[src/rtl/bmc_pkg.sv]
// -----------------------------------------------------------------------------
// bmc_pkg
// Shared types and default constants for the biphase-mark decode controller.
//   state_t    : lock/framing FSM states (IDLE, SYNC, BIT_START, HALF)
//   iv_class_t : classification of a measured edge interval
//                (NONE, SHORT = half-bit, LONG = full-bit, TIMEOUT)
// Optional feature macro used by the top: BMC_STATS_EN.
// -----------------------------------------------------------------------------
package bmc_pkg;

    typedef enum logic [1:0] {
        IDLE      = 2'd0,
        SYNC      = 2'd1,
        BIT_START = 2'd2,
        HALF      = 2'd3
    } state_t;

    typedef enum logic [1:0] {
        NONE    = 2'd0,
        SHORT   = 2'd1,
        LONG    = 2'd2,
        TIMEOUT = 2'd3
    } iv_class_t;

    localparam int DEF_CNT_W     = 8;
    localparam int DEF_SHORT_MAX = 12;
    localparam int DEF_LONG_MAX  = 24;

endpackage

[src/rtl/bmc_decode_ctrl_interval_timer.sv]
// -----------------------------------------------------------------------------
// interval_timer
// Measures the number of cycles between successive edges and classifies each
// interval. Emits a one-cycle strobe with a class on every edge, and on the
// cycle the counter reaches LONG_MAX+1 while the decoder is active (timeout).
// Ports:
//   clock, reset_n : clock, asynchronous active-low reset
//   enable         : low flushes the counter to 0 and suppresses strobes
//   active         : decoder is outside IDLE; timeouts only count when set
//   any_edge       : rising or falling edge seen this cycle
//   iv_class       : class of the interval closed this cycle
//   iv_strobe      : iv_class is valid this cycle
// -----------------------------------------------------------------------------
module interval_timer
    import bmc_pkg::*;
#(
    parameter int CNT_W     = DEF_CNT_W,
    parameter int SHORT_MAX = DEF_SHORT_MAX,
    parameter int LONG_MAX  = DEF_LONG_MAX
) (
    input  logic      clock,
    input  logic      reset_n,
    input  logic      enable,
    input  logic      active,
    input  logic      any_edge,
    output iv_class_t iv_class,
    output logic      iv_strobe
);

    localparam logic [CNT_W-1:0] CNT_SAT     = '1;
    localparam logic [CNT_W-1:0] SHORT_LIM   = CNT_W'(SHORT_MAX);
    localparam logic [CNT_W-1:0] LONG_LIM    = CNT_W'(LONG_MAX);
    localparam logic [CNT_W-1:0] TIMEOUT_LIM = CNT_W'(LONG_MAX + 1);

    logic [CNT_W-1:0] cnt;

    // NOTE: sequential state is written with non-blocking assignments so every
    // flop samples the pre-edge value of its inputs, independent of block order.
    always_ff @(posedge clock or negedge reset_n) begin
        if (!reset_n) begin
            cnt <= '0;
        end else if (!enable) begin
            cnt <= '0;
        end else if (any_edge) begin
            // The edge cycle itself is cycle 1 of the next interval.
            cnt <= CNT_W'(1);
        end else if (cnt != CNT_SAT) begin
            cnt <= cnt + 1'b1;
        end
    end

    // NOTE: every output of a combinational block gets a default first, so no
    // path leaves it unassigned and no latch is inferred.
    always_comb begin
        iv_class  = NONE;
        iv_strobe = 1'b0;
        if (enable) begin
            if (any_edge) begin
                iv_strobe = 1'b1;
                if (cnt == '0) begin
                    iv_class = NONE;        // first edge after flush/reset
                end else if (cnt <= SHORT_LIM) begin
                    iv_class = SHORT;
                end else if (cnt <= LONG_LIM) begin
                    iv_class = LONG;
                end else if (active) begin
                    iv_class = TIMEOUT;     // edge landed on/after the timeout cycle
                end
            end else if (active && cnt == TIMEOUT_LIM) begin
                iv_strobe = 1'b1;
                iv_class  = TIMEOUT;
            end
        end
    end

endmodule

[src/rtl/bmc_decode_ctrl.sv]
// -----------------------------------------------------------------------------
// bmc_decode_ctrl
// Biphase-mark decode controller: times intervals between edges, runs the
// lock/framing FSM and presents decoded bits on a one-entry valid/ready
// output register.
// Ports:
//   clock, reset_n     : clock, asynchronous active-low reset
//   enable             : low = synchronous flush to IDLE (clears valid,
//                        locked, overrun and the interval counter)
//   pos_edge, neg_edge : edge pulses from the edge detector (OR-ed)
//   bit_out, bit_valid : decoded bit and its valid flag
//   bit_ready          : consumer accepts bit_out this cycle
//   locked             : bit-boundary alignment established
//   error              : one-cycle pulse on framing error or timeout
//   overrun            : sticky, a decoded bit was dropped
//   err_count          : (only with BMC_STATS_EN) saturating error counter
// Configuration macro: BMC_STATS_EN.
// -----------------------------------------------------------------------------
module bmc_decode_ctrl
    import bmc_pkg::*;
#(
    parameter int CNT_W     = DEF_CNT_W,
    parameter int SHORT_MAX = DEF_SHORT_MAX,
    parameter int LONG_MAX  = DEF_LONG_MAX
) (
    input  logic        clock,
    input  logic        reset_n,
    input  logic        enable,
    input  logic        pos_edge,
    input  logic        neg_edge,
    output logic        bit_out,
    output logic        bit_valid,
    input  logic        bit_ready,
    output logic        locked,
    output logic        error,
    output logic        overrun
`ifdef BMC_STATS_EN
    ,
    output logic [15:0] err_count
`endif
);

    state_t    state, state_n;
    iv_class_t iv_class;
    logic      iv_strobe;
    logic      locked_n;
    logic      error_n;
    logic      emit;
    logic      emit_bit;

    interval_timer #(
        .CNT_W     (CNT_W),
        .SHORT_MAX (SHORT_MAX),
        .LONG_MAX  (LONG_MAX)
    ) u_timer (
        .clock     (clock),
        .reset_n   (reset_n),
        .enable    (enable),
        .active    (state != IDLE),
        .any_edge  (pos_edge | neg_edge),
        .iv_class  (iv_class),
        .iv_strobe (iv_strobe)
    );

    // FSM state and status flags.
    always_ff @(posedge clock or negedge reset_n) begin
        if (!reset_n) begin
            state  <= IDLE;
            locked <= 1'b0;
            error  <= 1'b0;
        end else if (!enable) begin
            state  <= IDLE;
            locked <= 1'b0;
            error  <= 1'b0;
        end else begin
            state  <= state_n;
            locked <= locked_n;
            error  <= error_n;
        end
    end

    // Next-state logic and bit emission.
    always_comb begin
        state_n  = state;
        locked_n = locked;
        error_n  = 1'b0;
        emit     = 1'b0;
        emit_bit = 1'b0;
        if (iv_strobe) begin
            if (iv_class == TIMEOUT) begin
                state_n  = IDLE;
                locked_n = 1'b0;
                error_n  = 1'b1;
            end else begin
                case (state)
                    IDLE: state_n = SYNC;
                    SYNC: begin
                        // A full-bit interval can only span a bit cell, so it
                        // marks a bit boundary; half-bit intervals are ambiguous.
                        if (iv_class == LONG) begin
                            state_n  = BIT_START;
                            locked_n = 1'b1;
                        end
                    end
                    BIT_START: begin
                        if (iv_class == LONG) begin
                            emit     = 1'b1;
                            emit_bit = 1'b0;
                        end else if (iv_class == SHORT) begin
                            state_n = HALF;
                        end
                    end
                    HALF: begin
                        if (iv_class == SHORT) begin
                            emit     = 1'b1;
                            emit_bit = 1'b1;
                            state_n  = BIT_START;
                        end else if (iv_class == LONG) begin
                            // Mid-cell transition followed by a full cell:
                            // alignment is lost, re-acquire from SYNC.
                            state_n  = SYNC;
                            locked_n = 1'b0;
                            error_n  = 1'b1;
                        end
                    end
                    default: state_n = IDLE;
                endcase
            end
        end
    end

    // One-entry output register. A new bit replaces the held one only when
    // the held one is being accepted in the same cycle; otherwise it is lost.
    always_ff @(posedge clock or negedge reset_n) begin
        if (!reset_n) begin
            bit_out   <= 1'b0;
            bit_valid <= 1'b0;
            overrun   <= 1'b0;
        end else if (!enable) begin
            bit_out   <= 1'b0;
            bit_valid <= 1'b0;
            overrun   <= 1'b0;
        end else if (emit) begin
            if (!bit_valid || bit_ready) begin
                bit_out   <= emit_bit;
                bit_valid <= 1'b1;
            end else begin
                overrun <= 1'b1;
            end
        end else if (bit_ready) begin
            bit_valid <= 1'b0;
        end
    end

`ifdef BMC_STATS_EN
    always_ff @(posedge clock or negedge reset_n) begin
        if (!reset_n) begin
            err_count <= '0;
        end else if (!enable) begin
            err_count <= '0;
        end else if (error_n && err_count != 16'hFFFF) begin
            err_count <= err_count + 16'd1;
        end
    end
`endif

endmodule

[config.mk]
export PLATFORM = sky130hd
export DESIGN_NAME = bmc_decode_ctrl
export DESIGN_NICKNAME = d
export VERILOG_FILES = /design/src/rtl/bmc_pkg.sv /design/src/rtl/bmc_decode_ctrl_interval_timer.sv /design/src/rtl/bmc_decode_ctrl.sv
export SDC_FILE = /design/constraint.sdc
export NUM_CORES = 1
export LEC_CHECK = 0
export BUFFER_PORTS_ARGS = -buffer_cell sky130_fd_sc_hd__buf_4
export CORE_MARGIN = 4
export CORE_UTILIZATION = 55
export CTS_CLUSTER_DIAMETER = 200
export CTS_CLUSTER_SIZE = 28
export DETAILED_ROUTE_END_ITERATION = 12
export MAX_ROUTING_LAYER = met4
export PLACE_DENSITY = 0.74
export SYNTH_ARGS = -nofsm -noshare
export SYNTH_HDL_FRONTEND = slang
export SYNTH_SLANG_ARGS = --single-unit
[constraint.sdc]
create_clock -name clock -period 3.7 [get_ports clock]
set_input_delay 0.925 -clock clock [delete_from_list [all_inputs] [get_ports clock]]
set_output_delay 0.925 -clock clock [all_outputs]
set_load 0.02 [all_outputs]
==> impl_results.md, run 1 <==
- Period minus WS final: 2.81 ns
- Type of the worst min-delay path: in -> async
- Final design instance area without fill: 1180 um2
- Post-synth ARST share: 100%
- Die Y: about 52 um
- CTS Buf Count: 3
- Initial core utilization: 59.9%
- Share of the core filled with cells in the final layout: 66.2%
- Detailed Place HPWL: 1620 um
- Final antenna diode count: 0
- Clock transition at the register clock pins on the worst setup and hold paths after CTS: around 0.10 ns
- Crit-path max FO: 5
- Maximum clock path buffer count: 2
- Vias in the first global route: between 800 and 900
- Number of instances resized during post-cts repair: 0
- Placement row count: 15
- Clock root cell: clkbuf_4
- CTS tree: built
- Routed Antenna Nets: 0
- Relative slew slack: approximately 70%
- Share of layout cells above drive strength 1: between 10% and 20%
- Period Utilization, post-route: 76.0%
- 1st-iter DRT viols: 20
- Critical Path End Type: flip-flop
- Hold-fix buffers, CTS: 0
- Die Wd: approximately 52 um
- Cell Area, Synth: 1070 um2
- Antenna violations before repair: 0
- Global-route usage over all layers: 19.3%
- Maximum number of pins on one net before global-route repair: 16
- Skew-Pair Late Insertion Delay: about 0.29 ns
- Number of warnings issued by yosys: 0
- Area enclosed by the die boundary: 2710 um2
- Number of unique standard cell types used by synthesis: 42
- Pleak: approximately 0.53 nW
- Nets: 144
- Synth top area share: 35.2%
- Worst supply voltage drop on vdd: roughly 0.00022 V
- Number of flops mapped to enable cells by yosys: 0
- Buffers inserted during post-CTS setup optimization: 0
- Wire length of the first global-routing pass: 3780 um
- Cell area reported after detailed placement: 1150 um2
- Required time at the worst-slack endpoint: 3.88 ns
- Number of setup violations in the final report: 0
- Max Fclk: about 360 MHz
- Count of final max-slew check failures: 0
- Unrepaired setup endpoints after global routing: false
- Most common flop cell mapped by yosys: dfrtp_1
- Final weighted congestion in routability-driven placement: 0.802
- Crit path arrival time: 2.99 ns
- Number of H-tree branching levels: 1
- Max-cap violation count: 0
- Synthesized area divided by synthesized cell count: 8.82 um2
- Total global routing overflow: 0
- Number of port buffers: 10
- Count of clock tree sinks: 15
- Number of vias per cell after detailed routing: 5.75
- Average wire per standard cell: 14.2 um
- Type of the worst setup path: reg -> reg
- Total power density per cell area: 346 nW/um2
- Outcome: finished, final reports clean
- Top cells by area in the synthesized netlist: dfrtp_1 35%, ha_1 8.2%, nand2_1 3.9%
- DRT Wirelength: roughly 2200 um
- Worst Max-Slew Pin Slew: 0.451 ns
- DRC errors left: 0
- Instance count of the mapped netlist: 121
- Number of I/O pins: 11
- Number of hold violations in the final report: 0
- Final worst clock skew: 0.00333 ns
- Area growth from synthesis to layout: 10.6%
- Number of synthesized register bits: 15
- Sum of negative setup slack: 0 ns
- Leading area contributor after synthesis: dfrtp_1
- TritonRoute pass-1 iters: 5
- Critical path launch point type: flip-flop
- Core Box Area: 1780 um2
- Synthesized Nets: about 130
- Vias after detailed routing: 892
- Share of synthesized area occupied by flip-flops and latches: 35.2%
## cells by family after synthesis
group / count (synthesis) / synth area share (%)
simple gates: 51 / 25.3
xor+xnor: 3 / 2.46
mux: 3 / 3.40
flops: 15 / 35.2
compound gates: 32 / 21.8
fa+ha+maj: 7 / 8.21
buf+inv: 10 / 3.63
## registers in the layout (all words and copies together), names as in the netlist
register	count
state	2
bit_out	1
locked	1
u_timer.cnt	8
overrun	1
error	1
bit_valid	1
## worst max-delay path, cell delays in order (launching register included)
cell	delay, ns
dfrtp_1	0.44
inv_1	0.10
ha_1	0.24
nor4bb_1	0.37
a311oi_1	0.10
o21ai_0	0.22
a21oi_1	0.14
ha_1	0.23
nor2b_1	0.23
o21ai_0	0.16
o21ai_2	0.17
mux2_4	0.31
## cells in the final DEF, fill, tap and decap left out, drive strengths merged, types with 2 or more instances in the layout
cell type | synthesis | routed
dfrtp | 15 | 15
nor2 | 11 | 11
nand2 | 11 | 11
buf | 1 | 10
o21ai | 9 | 9
ha | 7 | 7
nand2b | 6 | 6
a21oi | 6 | 6
inv | 5 | 5
nand3 | 5 | 5
and3 | 4 | 4
clkbuf | 4 | 4
nor2b | 3 | 3
a31oi | 3 | 3
nor3 | 3 | 3
nand4 | 2 | 2
o211a | 2 | 2
xnor2 | 2 | 2
o31ai | 2 | 2
mux2 | 2 | 2
## metrics by stage
stage	power, mW	hold slack [ns]	cells	setup slack [ns]
floorplan	0.287	0.548	121	1.14
global placement	0.305	0.478	151	0.965
detailed placement	0.311	0.476	151	0.901
CTS	0.410	0.468	155	0.910
global route	0.432	0.469	155	0.713
finish	0.408	0.466	155	0.890
## path summary, 6_finish.rpt
check | startpoint | to | slack, ns | depth (start not counted)
hold / removal | reset_n | u_timer.cnt[5] | 0.47 | 1
min in group clock | overrun | overrun | 0.50 | 2
setup reg to reg | u_timer.cnt[0] | state[0] | 0.89 | 11
hold reg to reg | overrun | overrun | 0.50 | 2
max in group asynchronous | reset_n | state[0] | 3.06 | 1
setup / recovery | u_timer.cnt[0] | state[0] | 0.89 | 11
## synthesized netlist by cell type, types with 2 or more instances
master / n
ha_1: 7
o211a_1: 2
nor2b_1: 3
and3_1: 3
nand2b_1: 6
nand3_1: 5
a21oi_1: 6
a31oi_1: 3
nand2_1: 11
clkbuf_1: 4
o21ai_0: 8
xnor2_1: 2
nor3_1: 3
nand4_1: 2
inv_1: 5
nor2_1: 11
dfrtp_1: 15
## cell type report
type	count	area, um2
clock buffer	4	26.3
tap	25	31.3
timing repair buffer	10	75.1
inverter	5	18.8
multi-input combinational	96	653
fill	151	603
sequential	15	375
## metal layers
metal / vias up / global-route usage (%) / share of wire, %
met3: 4 / 2.58 / 5.9
met2: 26 / 29.5 / 44
met5: - / - / 0
met4: 0 / 7.86 / 1.4
met1: 413 / 25.8 / 49
li1: 449 / - / -
## report_power, final
group | switching, mW | internal (mW)
Clock | 0.0583 | 0.0419
Combinational | 0.0513 | 0.0473
Sequential | 0.0329 | 0.177
Total | 0.143 | 0.266
No activity file was read; power rests on OpenSTA's default activity.
==> run 2: changes to the inputs <==
- CORE_UTILIZATION: 55 -> 51
- PLACE_DENSITY: 0.74 -> 0.72
- clock period: 3.7 -> 2.5 ns (I/O delays scaled with it)
==> run 2 against run 1 <==
Wire length up 18%. Sequential power up 31%. Final cell count up 17%.
==> impl_results.md, run 2 (synthesis gave the netlist of run 1 again) <==
- Reg2Reg Launch Point: u_timer.cnt[1]
- Outcome: finished, final reports clean
- Wire length on met2: 1280 um (+33%)
- Crit path arrival time: 2.56 ns (-0.43 ns)
- Core Box Area: 1980 um2 (+11%)
- DRT Wirelength: 2600 um (+18%)
- Type of the worst setup path: reg -> reg
- Part of the total power dissipated in the clock network: 19.4% (-5.1 points)
- Total power density per cell area: 459 nW/um2 (+33%)
- Wire length of the first global-routing pass: 3860 um (+2.0%)
- Final-layout fill cell count: 120 (-21%)
- Worst supply voltage drop on vdd: 0.000440 V (+100%)
- Most used cells in the layout excluding fill and tap cells: 33 x buf_4, 15 x dfrtp_1, 11 x nor2_1
- Registers with the most flip-flops: u_timer.cnt: 8 flops, state: 2 flops
- Crit-path max FO: 5 (unchanged)
- Worst Max-Slew Pin Slew: 0.422 ns (-0.0292 ns)
- Relative slew slack: 71.8% (+1.9 points)
- Switching Share: 34.1% (-0.75 points)
- Routed Antenna Nets: 0 (unchanged)
- Area enclosed by the die boundary: 2890 um2 (+6.6%)
- Final worst clock skew: 0.00319 ns (-0.000144 ns)
- Type of the worst min-delay path: in -> async
- Number of cells on the worst reg-to-reg path: 11 (unchanged)
- Number of I/O pins: 11 (unchanged)
- Cell type group with the largest total delay on the critical path: compound AO/OA/AOI/OAI gates
- Layout Cells excl Fill: 181 (+17%)
- CTS tree: built
- Maximum clock path buffer count: 2 (unchanged)
- Internal power summed over all cells: 0.452 mW (+70%)
- Number of vias per cell after detailed routing: 5.59 (-2.8%)
- Detailed Place HPWL: 1860 um (+14%)
- TritonRoute pass-1 iters: 4 (-1)
- Most frequent cell on the critical path: ha_4
- Critical path launch point type: flip-flop
- Share of the core filled with cells in the final layout: 75.5% (+9.3 points)
- Number of H-tree branching levels: 1 (unchanged)
- Die Wd: 53.7 um (+3.3%)
- Pleak: 0.668 nW (+27%)
- 1st-iter DRT viols: 33 (+65%)
- CTS Buf Count: 3 (unchanged)
- Count of clock tree sinks: 15 (unchanged)
- Worst reg-to-reg setup slack: 0.10 ns (-0.79 ns)
- Highest cell delay on the worst timing path: 0.40 ns (-0.04 ns)
- Vias after detailed routing: 1012 (+13%)
- Nets: 168 (+17%)
- Total net switching power: 0.234 mW (+64%)
- Leading cell type in the layout, fill and taps excluded: buf_4
- Period minus WS final: 2.40 ns (-0.414 ns)
- Total global routing overflow: 0 (unchanged)
- Number of port buffers: 10 (unchanged)
- Global-route usage over all layers: 19.3% (about the same)
- Highest-delay cell along the critical path: dfrtp_1
- Count of final max-slew check failures: 0 (unchanged)
- Final antenna diode count: 0 (unchanged)
- Placed cell count: 170 (+13%)
- Hold-fix buffers, CTS: 0 (unchanged)
- Topmost layer with routed signal wires: met4
- Average wire per standard cell: 14.3 um (+0.69%)
- DRC errors left: 0 (unchanged)
- CP bufs+invs: 1 (unchanged)
- Sum of negative setup slack: 0 ns (unchanged)
- Sum of routed wire segments on met1: 1170 um (+7.8%)
- Required time at the worst-slack endpoint: 2.67 ns (-1.21 ns)
- Reg power frac: 40.0% (-11 points)
- Combinational share of power: 40.6% (+16 points)
- Initial core utilization: 53.9% (-6.0 points)
- Number of setup violations in the final report: 0 (unchanged)
- Final weighted congestion in routability-driven placement: 0.876 (+9.3%)
- Crit path cell chain: inv_2, ha_4, nand4b_1, o31ai_4, nand2_2, a21o_1, ha_4, nand2b_1, a21oi_2, o21ai_2, mux2_4
- Final Hold Slack: 0.179 ns (-0.287 ns)
- Post-place setup slack: -0.113 ns (-1.01 ns)
- Die Y: 53.7 um (+3.3%)
- Skew-Pair Late Insertion Delay: 0.28 ns (about the same)
- Clock transition at the register clock pins on the worst setup and hold paths after CTS: 0.08 ns (-0.02 ns)
- Period Utilization, post-route: 95.9% (+20 points)
- Area growth from synthesis to layout: 40.2%
- Largest register FFs: 8 (unchanged)
- Largest register by flop count: u_timer.cnt
- Max Fclk: 417 MHz (+17%)
- Number of hold violations in the final report: 0 (unchanged)
- Clock root cell: clkbuf_4
- Share of layout cells above drive strength 1: 42.2% (+25 points)
- Final Worst Setup Slack: 0.104 ns (-0.786 ns)
- Maximum number of pins on one net before global-route repair: 16 (unchanged)
- Critical Path End Type: flip-flop
- Vias in the first global route: 907 (+6.3%)
- Placement row count: 16 (+1)
- Max-cap violation count: 0 (unchanged)
- Antenna violations before repair: 0 (unchanged)
- R2r endpoint: state[0]
- Met3 wire length: 133 um (+1.5%)
==> run 2: how the worst max path moves through the flow <==
stage	cells after the start	start	end
after global placement	11	u_timer.cnt[0]	state[0]
after global routing	11	u_timer.cnt[1]	state[0]
after CTS	9	u_timer.cnt[6]	bit_out
after floorplan	9	u_timer.cnt[5]	state[0]
after detailed placement	11	u_timer.cnt[1]	state[0]
final	11	u_timer.cnt[1]	state[0]
==> run 2: worst reg2reg max path, cell delays in order, from the launching register on <==
cell	delay (ns)
dfrtp_1	0.40
inv_2	0.09
ha_4	0.12
nand4b_1	0.17
o31ai_4	0.28
nand2_2	0.14
a21o_1	0.22
ha_4	0.18
nand2b_1	0.15
a21oi_2	0.14
o21ai_2	0.08
mux2_4	0.31
==> run 2: area by class of cell <==
class | count | area [um2] | area share, %
Clock buffer | 4 | 26.3 | 1.76
Sequential cell | 15 | 375 | 25.1
Inverter | 5 | 18.8 | 1.25
Timing Repair Buffer | 34 | 259 | 17.3
Tap cell | 27 | 33.8 | 2.26
Multi-Input combinational cell | 96 | 783 | 52.3
==> run 2: metal layers <==
metal,track usage (%),vias to the layer above
li1,-,506
met1,23.5,480
met2,31.3,24
met3,6.09,2
met4,3.83,0
met5,-,-
==> run 2: metrics by stage <==
| stage | power (mW) | area, um2 |
|---|---|---|
| after CTS | 0.659 | 1360 |
| after global routing | 0.726 | 1500 |
| final | 0.686 | 1500 |
| after detailed placement | 0.518 | 1300 |
| after global placement | 0.514 | 1300 |
| after floorplan | 0.430 | 1080 |
==> run 2: repair_timing <==
item / 4_1_cts / 5_1_grt
setup buffers: 3 / 4
resized for setup: 3 / 25
pin swaps: 3 / 10
endpoints found under the setup margin: 3 / 6
==> run 2: power groups by stage <==
stage                     clock network, mW  logic [mW]  registers (mW)
after floorplan                           0       0.154           0.276
after global placement                    0       0.237           0.277
after global routing                  0.153       0.298           0.275
after CTS                             0.144       0.241           0.274
final                                 0.133       0.279           0.274
after detailed placement                  0       0.239           0.279
==> run 3: changes to the inputs <==
- CORE_ASPECT_RATIO: default -> 1.25
- CTS_CLUSTER_SIZE: 28 -> 40
==> run 3 against run 2 <==
The flow now finishes with violations (setup timing). Sequential cell count stayed put. Critical path depth is 1 lower. First-iteration DRC count is 15% lower. Global-route usage is 1.2 points lower. Non-clock buffer count is 3 lower. Sequential share of layout area is 0.54 points higher. Clock-buffer cell count is 1 lower. Final cell count is 5.5% lower. Sequential power hardly changed. Clock skew is 0.0080 ns higher. Wire length is 3.8% lower. Fmax is 5.6% lower. Critical endpoint unchanged. Largest cell class unchanged.
==> impl_results.md, run 3 (synthesis gave the netlist of run 1 again) <==
- Outcome: finished, violations left
- Violations in the final reports: setup timing
- Skew-Pair Late Insertion Delay: 0.30 ns (+0.02 ns)
- Total global routing overflow: 0 (unchanged)
- Share of the core filled with cells in the final layout: 73.9% (-1.6 points)
- Global-route usage over all layers: 18.1% (-1.2 points)
- Total power density per cell area: 471 nW/um2 (+2.7%)
- Required time at the worst-slack endpoint: 2.68 ns (about the same)
- Period Utilization, post-route: 102% (+5.7 points)
- Worst Max-Slew Pin Slew: 0.510 ns (+0.0878 ns)
- Highest cell delay on the worst timing path: 0.42 ns (+0.02 ns)
- Final weighted congestion in routability-driven placement: 0.896 (+2.2%)
- Crit path cell chain: buf_6, ha_4, nand4b_1, o31ai_4, nand2_2, a31oi_4, ha_1, o21ai_1, o21ai_2, mux2_4
- Maximum clock path buffer count: 2 (unchanged)
- DRC errors left: 0 (unchanged)
- Number of port buffers: 10 (unchanged)
- CP bufs+invs: 1 (unchanged)
- Clock transition at the register clock pins on the worst setup and hold paths after CTS: 0.10 ns (+0.02 ns)
- Core Box Area: 1980 um2 (unchanged)
- CTS tree: built
- Highest-delay cell along the critical path: dfrtp_1
- Largest register FFs: 8 (unchanged)
- Clock root cell: clkbuf_4
- Hold-fix buffers, CTS: 0 (unchanged)
- Max-cap violation count: 0 (unchanged)
- Crit path arrival time: 2.72 ns (+0.16 ns)
- Average wire per standard cell: 14.6 um (+1.8%)
- Vias after detailed routing: 999 (-1.3%)
- DRT Wirelength: 2500 um (-3.8%)
- Initial core utilization: 53.9% (unchanged)
- Final design instance area without fill: 1470 um2 (-2.1%)
- Final Worst Setup Slack: -0.0388 ns (-0.142 ns)
- Area growth from synthesis to layout: 37.3%
- Unrepaired setup endpoints after global routing: true
- Post-route total power: 0.690 mW (+0.50%)
- CTS Buf Count: 3 (unchanged)
- Final worst clock skew: 0.0111 ns (+0.00796 ns)
- 1st-iter DRT viols: 28 (-15%)
- Largest register by flop count: u_timer.cnt
- Registers with the most flip-flops: u_timer.cnt: 8 flops, state: 2 flops
- Worst reg-to-reg setup slack: -0.04 ns (-0.14 ns)
- Worst supply voltage drop on vdd: 0.000359 V (-19%)
- Max Fclk: 394 MHz (-5.6%)
- Type of the worst setup path: reg -> reg
- Die Wd: 48.9 um (-9.0%)
- Maximum number of pins on one net before global-route repair: 16 (unchanged)
- Cell area reported after detailed placement: 1280 um2 (-1.3%)
- Type of the worst min-delay path: in -> async
- Leading cell type in the layout, fill and taps excluded: buf_4
- Crit-path max FO: 5 (unchanged)
- Period minus WS final: 2.54 ns (+0.142 ns)
- Detailed Place HPWL: 1810 um (-2.8%)
- Die Y: 59.1 um (+10%)
- Number of I/O pins: 11 (unchanged)
- Count of clock tree sinks: 15 (unchanged)
- TritonRoute pass-1 iters: 4 (unchanged)
- Number of vias per cell after detailed routing: 5.84 (+4.5%)
- Critical path launch point type: flip-flop
- Pleak: 0.644 nW (-3.6%)
- Cell type group with the largest total delay on the critical path: compound AO/OA/AOI/OAI gates
- Critical Path End Type: flip-flop
- Number of setup violations in the final report: 2 (+2)
- Nets: 165 (-1.8%)
- Antenna violations before repair: 0 (unchanged)
- Share of layout cells above drive strength 1: 39.7% (-2.5 points)
- Relative slew slack: 66.0% (-5.9 points)
- Final Hold Slack: 0.162 ns (-0.0167 ns)
- Routed Antenna Nets: 0 (unchanged)
- Placement row count: 18 (+2)
- Count of final max-slew check failures: 0 (unchanged)
- Final antenna diode count: 0 (unchanged)
- Most used cells in the layout excluding fill and tap cells: 30 x buf_4, 15 x dfrtp_1, 11 x nor2_1
- Area enclosed by the die boundary: 2890 um2 (+0.16%)
- Vias in the first global route: 948 (+4.5%)
- Wire length of the first global-routing pass: 3900 um (+1.1%)
- Number of H-tree branching levels: 1 (unchanged)
- Post-place setup slack: -0.194 ns (-0.0808 ns)
- Number of hold violations in the final report: 0 (unchanged)
run 3: cell types whose count changed in the layout (fill, tap and decap cells not counted), sizes merged:
| cell | change |
|---|---|
| buf | -3 |
| clkbuf | -1 |
| clkinv | +1 |
run 3: cell type report:
class                   instances  area, um2
fillers                       156        517
clock buffers                   3       22.5
well taps                      20       25.0
repair buffers                 31        236
clock inverters                 1       5.00
inverters                       5       18.8
multi-input cells              96        782
flip-flops and latches         15        375
run 3: through the flow:
stage | cells | TNS, ns
2_1_floorplan | 121 | 0
3_3_place_gp | 162 | -0.738
3_5_place_dp | 162 | -0.636
4_1_cts | 168 | 0
5_1_grt | 171 | -0.433
6_report | 171 | -0.0657
run 3: repair_timing:
action,4_1_cts,5_1_grt
pin swaps,3,12
setup buffers,2,3
resized for setup,7,18
endpoints found under the hold margin,0,0
endpoints found under the setup margin,6,6
cloned,0,0
run 3: metal layers:
metal | wire length, um | up-vias | track usage, % | part of all wire (%)
met2 | 1350 | 25 | 34.0 | 54
met1 | 972 | 472 | 17.1 | 39
li1 | - | 494 | - | -
met4 | 78 | 0 | 10.4 | 3.1
met3 | 98 | 8 | 3.53 | 3.9
met5 | 0 | - | - | 0
run 3: power by group:
group | internal [mW] | switching [mW]
sequential | 0.262 | 0.0105
combinational | 0.128 | 0.146
clock | 0.0596 | 0.0839
total | 0.450 | 0.240
run 3: final timing paths:
| check | start | cells past startpoint | endpoint |
|---|---|---|---|
| max | u_timer.cnt[0] | 10 | state[0] |
| max reg2reg | u_timer.cnt[0] | 10 | state[0] |
| min reg2reg | overrun | 2 | overrun |
| min in group clock | overrun | 2 | overrun |
| min | reset_n | 1 | u_timer.cnt[4] |
| max in group asynchronous | reset_n | 1 | u_timer.cnt[1] |
